**src/rtl/eth_frame_pkg.sv**
```systemverilog
// Shared types and constants for the Ethernet RX destination-address filter.
package eth_frame_pkg;

    typedef enum logic [1:0] {
        HDR,
        REPLAY,
        PASS,
        DROP
    } state_t;

    localparam int          ETH_ADDR_BYTES = 6;
    localparam logic [47:0] ETH_BCAST_ADDR = 48'hFFFF_FFFF_FFFF;
    localparam logic [2:0]  HDR_LAST_IDX   = 3'(ETH_ADDR_BYTES - 1);

endpackage

```
**src/rtl/eth_addr_match.sv**
```systemverilog
// Combinational accept decision for a buffered destination MAC address.
module eth_addr_match
    import eth_frame_pkg::*;
(
    input  logic [47:0] addr,
    input  logic [47:0] cfg_mac_addr,
    input  logic        cfg_enable,
    input  logic        cfg_promisc,
    input  logic        cfg_bcast_en,
    input  logic        hdr_bad,
    output logic        match
);

    logic is_station;
    logic is_bcast;

    assign is_station = (addr == cfg_mac_addr);
    assign is_bcast   = (addr == ETH_BCAST_ADDR);
    assign match      = cfg_enable & ~hdr_bad &
                        (cfg_promisc | is_station | (cfg_bcast_en & is_bcast));

endmodule

```
**config.mk**
```make
export PLATFORM = sky130hd
export DESIGN_NAME = eth_addr_match
export DESIGN_NICKNAME = d
export VERILOG_FILES = /design/src/rtl/eth_frame_pkg.sv /design/src/rtl/eth_addr_match.sv
export SDC_FILE = /design/constraint.sdc
export NUM_CORES = 1
export LEC_CHECK = 0
export BUFFER_PORTS_ARGS = -buffer_cell sky130_fd_sc_hd__buf_2
export CAP_MARGIN = 20
export CORE_MARGIN = 3
export CORE_UTILIZATION = 27
export DETAILED_ROUTE_END_ITERATION = 8
export PLACE_DENSITY = 0.89
export SYNTH_ARGS = -nofsm -noshare
export SYNTH_HDL_FRONTEND = slang
export SYNTH_SLANG_ARGS = --single-unit
```
**constraint.sdc**
```tcl
create_clock -name vclk -period 0.8
set_input_delay 0.04 -clock vclk [all_inputs]
set_output_delay 0.04 -clock vclk [all_outputs]
set_load 0.05 [all_outputs]
```
# Yosys cells after proc, flatten, opt, wreduce, memory -nomap -nowiden
# Cells that the tools add are included.
# W data, S select, Z words.
[classes]
addsub = 0
muxes = 0
n_lt_le_gt_ge = 0
n_reduce_logical = 0
n_mul = 0
div = 0
n_shift = 0
eq_ne = 2
bitwise = 6
[op_table]
columns = ["cell", "n"]
rows = [
  ["$eq A48 B48 Y1", 1],
  ["$eq A48 B48 Y1 const B", 1],
  ["$and A1 B1 Y1", 3],
  ["$or A1 B1 Y1", 2],
  ["$not A1 Y1", 1],
]
[totals]
latchBits = 0
mem_count = 0
ramBits = 0
inputBits = 100
romBits = 0
register_bits = 0

# Logic depth before layout (Yosys ltp)
# Gate-level depths: netlist of run 1.
[logic_depth]
ltp_word = 4
depth_mapped = 5
mapped_depth_nobuf = 5

# Worst setup path before layout of run 1
# Ideal clock, no wire load.
[synth_path]
kind = "input -> output"
startpoint = "in cfg_mac_addr[5]"
endpoint = "out match"
path_slack_ns = -0.609
n_path_buf = 0
arrival_ns = 1.369
cell_stages = 5
required_time_ns = 0.760
cell_sequence = "xnor2_1 -> nand4_1 -> nor4_1 -> nand4_1 -> o21ai_1"
[synth_between]
elab_chain_cells = 4
[synth_lines]
columns = ["element", "line_no", "rtl"]
rows = [
  ["start: declaration", "eth_addr_match.sv:6", "input logic [47:0] cfg_mac_addr,"],
  ["$eq A48 B48 Y1", "eth_addr_match.sv:17", "assign is_station = (addr == cfg_mac_addr);"],
  ["$or A1 B1 Y1 (2 in a row)", "eth_addr_match.sv:20", "(cfg_promisc | is_station | (cfg_bcast_en & is_bcast));"],
  ["$and A1 B1 Y1", "eth_addr_match.sv:19", "assign match = cfg_enable & ~hdr_bad &"],
  ["end: declaration", "eth_addr_match.sv:11", "output logic match"],
]
# No other way between the ends.

# Worst setup path in the final report of run 1
[layout_path]
startpoint = "in addr[21]"
endpoint = "out match"
[layout_between]
elab_chain_cells = 4
elab_cells_between_ends = 6
[layout_lines]
columns = ["element", "line_no", "rtl"]
rows = [
  ["start: declaration", "eth_addr_match.sv:5", "input logic [47:0] addr,"],
  ["$eq A48 B48 Y1, on equally long branches", "eth_addr_match.sv:17, eth_addr_match.sv:18", ""],
  ["$or A1 B1 Y1 / $and A1 B1 Y1 (equally long branches)", "eth_addr_match.sv:20", ""],
  ["$or A1 B1 Y1 (*)", "eth_addr_match.sv:20", ""],
  ["$and A1 B1 Y1 (*)", "eth_addr_match.sv:19", ""],
]
# Every way passes the cells marked *; elsewhere a longest branch is shown, timed or not.

==> results of run 1 <==
[cell usage after synthesis (all sizes together)]
cell type and count:
nor4 7, nor3 2, nor2 1, nand3 1, o21ai 1, nor2b 1
xor2 15, xnor2 33, nand4 21, a41o 1, nand2 2
[per-layer routing]
metal	part of all wire, %	vias to the layer above
li1	-	549
met1	34	453
met2	57	47
met3	8.9	0
met4	0	0
met5	0	-
[area by class of cell]
| type | instances | area share (%) |
|---|---|---|
| timing repair buffer | 114 | 45.4 |
| tap | 28 | 2.53 |
| multi-input combinational | 85 | 52.0 |
[worst paths after layout]
path	to	slack [ns]	depth (start not counted)
worst max-delay path	match	-0.53	7
worst min-delay path	match	0.50	5
[logic make-up after synthesis]
kind of cell    share of synthesized area, %
compound gates                          2.33
xor+xnor                                65.4
simple gates                            32.3
[through the flow]
stage          util [%]  hold slack (ns)
2_1_floorplan         -            0.328
3_3_place_gp       58.9            0.546
3_5_place_dp       58.9            0.551
4_1_cts            61.0            0.501
5_1_grt            61.9            0.562
6_report           61.9            0.505
[power by group through the flow]
stage / sequential, uW / combinational, uW / clock, uW
global route: 0 / 747 / 0
CTS: 0 / 675 / 0
finish: 0 / 683 / 0
detailed placement: 0 / 647 / 0
global placement: 0 / 636 / 0
floorplan: 0 / 248 / 0
[repair_timing]
item                       in CTS  in global routing
setup endpoints to repair       1                  1
gates resized for setup         8                  3
pin swaps                       7                  6
hold endpoints to repair        0                  0
==> impl_metrics.sql, run 1 <==
INSERT INTO impl_metrics (metric_group, metric, value, unit) VALUES
('drt', 'drt_wl_total', '2.86', 'mm'),
('setup_path', 'worst_path_max_delay_cell', 'sky130_fd_sc_hd__nor4_2', ''),
('power_and_ir_drop', 'power_switching_share', '40.0', '%'),
('setup_path', 'path_max_fanout', '2', ''),
('final_layout', 'post-route-cell-area', '0.00138', 'mm2'),
('global_route', 'first_pass_grt_wire_length', '3.86', 'mm'),
('sta', 'hold_viol', '0', ''),
('final_layout', 'final_layout_size_suffix_gt1_share', '62.3', '%'),
('final_layout', 'antenna_fix_cells', '0', ''),
('sta', 'max_clock_freq', '754', 'MHz'),
('final_layout', 'final.fill_count', '231', ''),
('logic_synthesis', 'synth_area_leaders', 'sky130_fd_sc_hd__xnor2_1 (45%), sky130_fd_sc_hd__nand4_1 (20%), sky130_fd_sc_hd__xor2_1 (20%)', ''),
('sta', 'report.final.setup_viol', '1', ''),
('power_and_ir_drop', 'comb_power_share', '100.0', '%'),
('placed_design', 'gpl.final_weighted_congestion', '0.737', ''),
('sta', 'tightest_slew', '0.281', 'ns'),
('power_and_ir_drop', 'switching_power', '273', 'uW'),
('final_layout', 'area_growth_syn_to_layout', '115', '%'),
('drt', 'drt.antenna.violating_nets', '0', ''),
('run_status', 'outcome', 'finished with violations', ''),
('setup_path', 'worst_path_cell_chain', 'buf_6 -> xnor2_2 -> nand4_1 -> nor4_2 -> nand4_1 -> o21ai_4 -> buf_6', ''),
('setup_path', 'max_stage_delay', '0.29', 'ns'),
('drt', 'vias', '1049', ''),
('setup_path', 'crit_path_required_time', '0.76', 'ns'),
('global_route', 'busiest_layer', 'met2', ''),
('global_route', 'grt.met3_usage', '1.36', '%'),
('final_layout', 'most-common-layout-cells', 'sky130_fd_sc_hd__buf_2 (97), sky130_fd_sc_hd__xnor2_1 (26), sky130_fd_sc_hd__nand4_1 (21)', ''),
('sta', 'final_worst_path_period_need', '1.33', 'ns'),
('clocking', 'postCtsSetupRepairBufs', '0', ''),
('floorplanning', 'placement_rows', '17', ''),
('setup_path', 'category_of_cells_accounting_for_the_largest_share_of_critical_path_delay', 'simple AND/OR/NAND/NOR gates', ''),
('drt', 'drc_errors', '0', ''),
('power_and_ir_drop', 'leakage', '0.000671', 'uW'),
('placed_design', 'place_ws', '-0.681', 'ns'),
('drt', 'number_of_vias_per_cell_after_detailed_routing', '4.62', ''),
('global_route', 'globalRouteOverflowTotal', '0', ''),
('floorplanning', 'die_height', '54.8', 'um'),
('logic_synthesis', 'yosysSeqAreaShare', '0', '%'),
('logic_synthesis', 'synth_cells', '85', ''),
('power_and_ir_drop', 'max-vdd-ir-drop', '0.270', 'mV'),
('sta', 'post_route_worst_setup_slack', '-0.526', 'ns'),
('global_route', 'globalRouteTotalUtil', '17.2', '%'),
('final_layout', 'finish.cell_count_without_fillers', '227', ''),
('run_status', 'violated_checks', 'setup timing', ''),
('floorplanning', 'count_of_pins_on_the_block_boundary', '101', ''),
('final_layout', 'flops_and_latches', '0', ''),
('global_route', 'global_route.usage.met1', '19.2', '%'),
('logic_synthesis', 'total_of_warnings_raised_by_yosys', '0', ''),
('global_route', 'grt_max_degree', '3', ''),
('global_route', 'antenna_found_initial', '0', ''),
('sta', 'max_slew_margin', '81.1', '%'),
('power_and_ir_drop', 'power_frac_seq', '0', '%'),
('power_and_ir_drop', 'sum_of_internal_switching_and_leakage_power', '683', 'uW'),
('min_path', 'worst_min_delay_path_category', 'input pin to primary output', ''),
('final_layout', 'layout_commonest_cell', 'sky130_fd_sc_hd__buf_2', ''),
('min_path', 'holdCritStartpoint', 'hdr_bad', ''),
('logic_synthesis', 'mappedNetlistArea', '643', 'um2'),
('logic_synthesis', 'synth_cell_types', '11', ''),
('power_and_ir_drop', 'intPower', '409', 'uW'),
('floorplanning', 'die_area', '0.00300', 'mm2'),
('drt', 'drtPass1Iterations', '4', ''),
('logic_synthesis', 'share_of_yosys_cell_area_claimed_by_the_top_area_cell_type', '44.9', '%'),
('setup_path', 'critical_path_start_type', 'input pin', ''),
('floorplanning', 'fp.dieW', '54.8', 'um'),
('final_layout', 'final.clkbuf_count', '0', ''),
('setup_path', 'crit_start', 'addr[21]', ''),
('setup_path', 'critPathKind', 'input pin to primary output', ''),
('final_layout', 'ff_latch_area', '0', 'um2'),
('setup_path', 'crit_path_buffers_inverters', '2', ''),
('sta', 'fin_tns_setup', '-0.526', 'ns'),
('drt', 'post_dr_wirelength_cell', '12.6', 'um');
Power figures use the tool's default switching activity.
==> run 2: changes to the inputs <==
--- a/config.mk
+++ b/config.mk
@@ -7,6 +7,7 @@
 export LEC_CHECK = 0
 export BUFFER_PORTS_ARGS = -buffer_cell sky130_fd_sc_hd__buf_2
 export CAP_MARGIN = 20
+export CORE_ASPECT_RATIO = 1.5
 export CORE_MARGIN = 3
 export CORE_UTILIZATION = 27
 export DETAILED_ROUTE_END_ITERATION = 8
==> run 2 against run 1 <==
The flow still finishes with violations (setup timing). Maximum frequency is 2.8% higher. Total power rose by 2.1%. Core utilization rose by 0.17 points. Routed wire length up 5.0%. Combinational power up 2%. Flip-flop and latch count unchanged. Setup slack improved by 0.037 ns. Global-route usage grew 1.7 points. Non-clock buffer count rose by 5. Die area increased by 0.40%. First-iteration DRC count is 75% higher. Clock-buffer cell count unchanged. Critical endpoint unchanged. Largest cell class unchanged. Highest routed layer unchanged.
==> impl_metrics.sql, run 2 (synthesis results as in run 1) <==
INSERT INTO impl_metrics (metric_group, metric, value, unit) VALUES
('run_status', 'outcome', 'finished with violations', ''),
('run_status', 'violated_checks', 'setup timing', ''),
('final_layout', 'final_net_count', '306', ''),
('setup_path', 'cp-end-kind', 'primary output', ''),
('job', 'cap_viol_max_count', '0', ''),
('drt', 'post_dr_wirelength_cell', '13.2', 'um'),
('final_layout', 'final.fill_count', '216', ''),
('clocking', 'cts-hold-fix-buffers', '0', ''),
('setup_path', 'critPathKind', 'input pin to primary output', ''),
('sta', 'hold_viol', '0', ''),
('sta', 'rsz0062_at_grt', 'yes', ''),
('setup_path', 'worst_path_max_delay_cell', 'sky130_fd_sc_hd__nor4_2', ''),
('floorplanning', 'initial_standard_cell_utilization_of_the_core', '28.5', '%'),
('drt', 'number_of_vias_per_cell_after_detailed_routing', '4.80', ''),
('final_layout', 'postLayoutCoreUtil', '62.1', '%'),
('sta', 'final_worst_path_period_need', '1.29', 'ns'),
('final_layout', 'antenna_fix_cells', '0', ''),
('floorplanning', 'fp.dieW', '45.9', 'um'),
('setup_path', 'cp.arrival', '1.25', 'ns'),
('final_layout', 'final.clkbuf_count', '0', ''),
('final_layout', 'flops_and_latches', '0', ''),
('global_route', 'grt_max_degree', '3', ''),
('sta', 'period_share', '161', '%'),
('drt', 'drc_errors', '0', ''),
('power_and_ir_drop', 'power.density', '497', 'mW/mm2'),
('sta', 'tightest_slew', '0.321', 'ns'),
('floorplanning', 'count_of_pins_on_the_block_boundary', '101', ''),
('global_route', 'number_of_global_route_vias_before_repair', '1179', ''),
('setup_path', 'max_stage_delay', '0.28', 'ns'),
('setup_path', 'category_of_cells_accounting_for_the_largest_share_of_critical_path_delay', 'simple AND/OR/NAND/NOR gates', ''),
('drt', 'drtPass1Iterations', '4', ''),
('drt', 'vias', '1089', ''),
('final_layout', 'ff_latch_area', '0', 'um2'),
('sta', 'post_route_worst_setup_slack', '-0.490', 'ns'),
('sta', 'max_clock_freq', '775', 'MHz'),
('drt', 'drt.antenna.violating_nets', '0', ''),
('floorplanning', 'core_area', '0.00226', 'mm2'),
('placed_design', 'hpwl', '2.80', 'mm'),
('final_layout', 'most-common-layout-cells', 'sky130_fd_sc_hd__buf_2 (97), sky130_fd_sc_hd__xnor2_1 (28), sky130_fd_sc_hd__nand4_1 (21)', ''),
('setup_path', 'crit_path_required_time', '0.76', 'ns'),
('power_and_ir_drop', 'leakage', '0.000686', 'uW'),
('floorplanning', 'die_area', '0.00302', 'mm2'),
('floorplanning', 'die_height', '65.8', 'um'),
('placed_design', 'gpl.final_weighted_congestion', '0.867', ''),
('placed_design', 'port_bufs', '101', ''),
('sta', 'max_slew_margin', '78.4', '%'),
('power_and_ir_drop', 'sum_of_internal_switching_and_leakage_power', '697', 'uW'),
('drt', 'drt_iter0_markers', '7', ''),
('setup_path', 'path_max_fanout', '1', ''),
('sta', 'timing.hold.ws', '0.501', 'ns'),
('power_and_ir_drop', 'max-vdd-ir-drop', '0.252', 'mV'),
('global_route', 'antenna_found_initial', '0', ''),
('final_layout', 'layout_commonest_cell', 'sky130_fd_sc_hd__buf_2', ''),
('sta', 'report.final.setup_viol', '1', ''),
('drt', 'drt_wl_total', '3.00', 'mm'),
('setup_path', 'critical_path_start_type', 'input pin', ''),
('global_route', 'first_pass_grt_wire_length', '4.40', 'mm'),
('sta', 'timing_max_transition_violations_final', '0', ''),
('setup_path', 'crit_path_buffers_inverters', '2', ''),
('final_layout', 'final_layout_size_suffix_gt1_share', '62.3', '%'),
('sta', 'fin_tns_setup', '-0.490', 'ns'),
('global_route', 'globalRouteOverflowTotal', '0', ''),
('min_path', 'worst_min_delay_path_category', 'input pin to primary output', ''),
('final_layout', 'area_growth_syn_to_layout', '118', '%'),
('setup_path', 'critPathMostFrequentCell', 'sky130_fd_sc_hd__nand4_1', ''),
('global_route', 'globalRouteTotalUtil', '18.9', '%'),
('final_layout', 'multi_input_area', '704', 'um2'),
('setup_path', 'worst_path_cell_chain', 'buf_2 -> xnor2_1 -> nand4_1 -> nor4_2 -> nand4_1 -> o21ai_4 -> buf_6', ''),
('floorplanning', 'placement_rows', '21', ''),
('placed_design', 'place_ws', '-0.675', 'ns');
run 2: metrics by stage:
| step | cells | cell area (um2) |
|---|---|---|
| finish | 227 | 1400 |
| global route | 227 | 1400 |
| CTS | 227 | 1390 |
| detailed placement | 226 | 1340 |
| global placement | 226 | 1340 |
| floorplan | 85 | 677 |
run 2: where the power goes:
| group | internal, uW | switching, uW |
|---|---|---|
| Clock | 0 | 0 |
| Sequential | 0 | 0 |
| Combinational | 420 | 277 |
run 2: final timing paths:
path,slack [ns],endpoint,cells after the start,start
worst max-delay path,-0.49,match,7,cfg_mac_addr[3]
worst min-delay path,0.50,match,5,hdr_bad
run 2: tightest hold or removal path: stages:
cell,delay (ns)
sky130_fd_sc_hd__buf_2,0.08
sky130_fd_sc_hd__nor2b_1,0.04
sky130_fd_sc_hd__nand2_1,0.09
sky130_fd_sc_hd__o21ai_4,0.06
sky130_fd_sc_hd__buf_6,0.15
run 2: per-layer routing:
| metal | track usage (%) | vias up | part of all wire [%] |
|---|---|---|---|
| met2 | 42.1 | 52 | 60 |
| met3 | 0.817 | 0 | 8.6 |
| met5 | 0 | - | 0 |
| met4 | 0 | 0 | 0 |
| li1 | - | 563 | - |
| met1 | 17.9 | 474 | 31 |
run 2: what timing repair did:
action,4_1_cts,5_1_grt
resized for setup,9,2
setup endpoints to repair,1,1
pin swaps,6,3
setup buffers,1,0
run 2: cell type report:
cell class	count	share of cell area (%)
repair buffers	119	47.7
multi-input cells	85	50.2
well taps	23	2.05
==> run 3: changes to the inputs <==
--- a/config.mk
+++ b/config.mk
@@ -9,9 +9,10 @@
 export CAP_MARGIN = 20
 export CORE_ASPECT_RATIO = 1.5
 export CORE_MARGIN = 3
-export CORE_UTILIZATION = 27
+export CORE_UTILIZATION = 30
 export DETAILED_ROUTE_END_ITERATION = 8
-export PLACE_DENSITY = 0.89
+export MAX_ROUTING_LAYER = met4
+export PLACE_DENSITY = 0.93
 export SYNTH_ARGS = -nofsm -noshare
 export SYNTH_HDL_FRONTEND = slang
 export SYNTH_SLANG_ARGS = --single-unit
==> constraint.sdc (replaced) <==
create_clock -name vclk -period 1.2
set_input_delay 0.06 -clock vclk [all_inputs]
set_output_delay 0.06 -clock vclk [all_outputs]
set_load 0.05 [all_outputs]
==> run 3 against run 2 <==
The run still ends with setup timing left. Flip-flop and latch count unchanged. Combinational power decreased by 25%. Routed wire length increased by 14%. Die area decreased by 8.9%. Total power decreased by 25%. Critical path depth unchanged. Clock-buffer cell count unchanged. Worst hold slack improved by 0.047 ns. Design area increased by 8.8%. Setup slack improved by 0.30 ns. Critical path type unchanged.
==> impl_metrics.sql, run 3 (synthesis results as in run 1) <==
INSERT INTO impl_metrics (metric_group, metric, value, unit) VALUES
('sta', 'timing_max_transition_violations_final', '0', ''),
('floorplanning', 'fp.dieW', '43.8', 'um'),
('power_and_ir_drop', 'max-vdd-ir-drop', '0.214', 'mV'),
('final_layout', 'flops_and_latches', '0', ''),
('power_and_ir_drop', 'power_switching_share', '39.3', '%'),
('placed_design', 'hpwl', '2.76', 'mm'),
('floorplanning', 'die_area', '0.00275', 'mm2'),
('power_and_ir_drop', 'sum_of_internal_switching_and_leakage_power', '525', 'uW'),
('setup_path', 'crit_path_required_time', '1.14', 'ns'),
('job', 'cap_viol_max_count', '0', ''),
('sta', 'final_worst_path_period_need', '1.39', 'ns'),
('global_route', 'number_of_global_route_vias_before_repair', '1091', ''),
('final_layout', 'final.clkbuf_count', '0', ''),
('drt', 'drt_iter0_markers', '7', ''),
('setup_path', 'cp-end-kind', 'primary output', ''),
('final_layout', 'final_layout_size_suffix_gt1_share', '66.3', '%'),
('sta', 'report.final.setup_viol', '1', ''),
('power_and_ir_drop', 'power.density', '344', 'mW/mm2'),
('placed_design', 'port_bufs', '101', ''),
('global_route', 'first_pass_grt_wire_length', '4.40', 'mm'),
('power_and_ir_drop', 'intPower', '319', 'uW'),
('final_layout', 'layout_commonest_cell', 'sky130_fd_sc_hd__buf_2', ''),
('sta', 'hold_viol', '0', ''),
('sta', 'rsz0062_at_grt', 'yes', ''),
('final_layout', 'final_net_count', '307', ''),
('final_layout', 'ff_latch_area', '0', 'um2'),
('power_and_ir_drop', 'power_frac_seq', '0', '%'),
('final_layout', 'final.fill_count', '157', ''),
('floorplanning', 'die_height', '62.7', 'um'),
('global_route', 'globalRouteOverflowTotal', '0', ''),
('power_and_ir_drop', 'switching_power', '206', 'uW'),
('global_route', 'grt_max_degree', '3', ''),
('final_layout', 'antenna_fix_cells', '0', ''),
('setup_path', 'cp.arrival', '1.33', 'ns'),
('global_route', 'antenna_found_initial', '0', ''),
('final_layout', 'area_growth_syn_to_layout', '137', '%'),
('final_layout', 'multi_input_area', '776', 'um2'),
('global_route', 'globalRouteTotalUtil', '20.7', '%'),
('min_path', 'worst_min_delay_path_category', 'input pin to primary output', ''),
('power_and_ir_drop', 'leakage', '0.000753', 'uW'),
('sta', 'max_slew_margin', '77.5', '%'),
('placed_design', 'numPlacedInstances', '226', ''),
('drt', 'drt.antenna.violating_nets', '0', ''),
('setup_path', 'critical_path_start_type', 'input pin', ''),
('power_and_ir_drop', 'pwr-share-clk', '0', '%'),
('sta', 'timing.hold.ws', '0.549', 'ns'),
('drt', 'drc_errors', '0', ''),
('sta', 'period_share', '116', '%'),
('sta', 'post_route_worst_setup_slack', '-0.191', 'ns'),
('setup_path', 'path_max_fanout', '1', ''),
('run_status', 'outcome', 'finished with violations', ''),
('power_and_ir_drop', 'comb_power_share', '100.0', '%'),
('floorplanning', 'count_of_pins_on_the_block_boundary', '101', ''),
('drt', 'drtPass1Iterations', '2', ''),
('setup_path', 'critPathKind', 'input pin to primary output', ''),
('floorplanning', 'placement_rows', '19', ''),
('sta', 'max_clock_freq', '719', 'MHz'),
('drt', 'vias', '1123', ''),
('run_status', 'violated_checks', 'setup timing', ''),
('floorplanning', 'initial_standard_cell_utilization_of_the_core', '33.4', '%'),
('drt', 'number_of_vias_per_cell_after_detailed_routing', '4.97', ''),
('final_layout', 'finish.cell_count_without_fillers', '226', ''),
('drt', 'drt_wl_total', '3.42', 'mm'),
('final_layout', 'most-common-layout-cells', 'sky130_fd_sc_hd__buf_2 (90), sky130_fd_sc_hd__nand4_1 (21), sky130_fd_sc_hd__xnor2_1 (20)', ''),
('drt', 'post_dr_wirelength_cell', '15.1', 'um'),
('sta', 'tightest_slew', '0.334', 'ns'),
('placed_design', 'gpl.final_weighted_congestion', '0.856', ''),
('floorplanning', 'core_area', '0.00193', 'mm2');
==> run 3: final timing paths <==
check,start,end,cells past startpoint
worst max-delay path,cfg_mac_addr[26],match,7
worst min-delay path,hdr_bad,match,5
==> run 3: stage by stage <==
| step | setup WS, ns | cell area (um2) | util, % | setup TNS (ns) |
|---|---|---|---|---|
| after floorplan | 0.0501 | 654 | - | 0 |
| after global placement | -0.267 | 1330 | 69.0 | -0.267 |
| after detailed placement | -0.310 | 1330 | 69.0 | -0.310 |
| after CTS | -0.178 | 1390 | 72.2 | -0.178 |
| after global routing | -0.319 | 1530 | 79.3 | -0.319 |
| final | -0.191 | 1530 | 79.3 | -0.191 |
==> run 3: critical path, stage by stage <==
cell and delay, ns:
sky130_fd_sc_hd__buf_2 0.11, sky130_fd_sc_hd__xnor2_1 0.16, sky130_fd_sc_hd__nand4_1 0.17, sky130_fd_sc_hd__nor4_2 0.29
sky130_fd_sc_hd__nand4_1 0.19, sky130_fd_sc_hd__o21ai_4 0.18, sky130_fd_sc_hd__buf_6 0.17
==> run 3: what timing repair did <==
item | CTS | global route
gates resized for setup | 11 | 24
gates cloned | 0 | 0
hold buffers | 0 | 0
setup endpoints to repair | 1 | 1
buffers inserted | 0 | 0
pin swaps | 8 | 14
==> run 3: routing by layer <==
metal / up-vias / routed length [um] / track usage (%)
met1: 492 / 1050 / 20.9
met4: 0 / 87 / 1.89
met3: 8 / 272 / 1.73
met2: 63 / 2010 / 41.4
li1: 560 / - / -
met5: - / 0 / -
==> run 3: area by class of cell <==
cell class / count / area share [%]
multi-input cells: 85 / 50.8
repair buffers: 120 / 47.5
well taps: 21 / 1.72
==> run 3: power by group through the flow <==
stage	clock network [uW]	logic (uW)	registers, uW
after floorplan	0	159	0
final	0	525	0
after CTS	0	464	0
after detailed placement	0	439	0
after global routing	0	561	0
after global placement	0	429	0
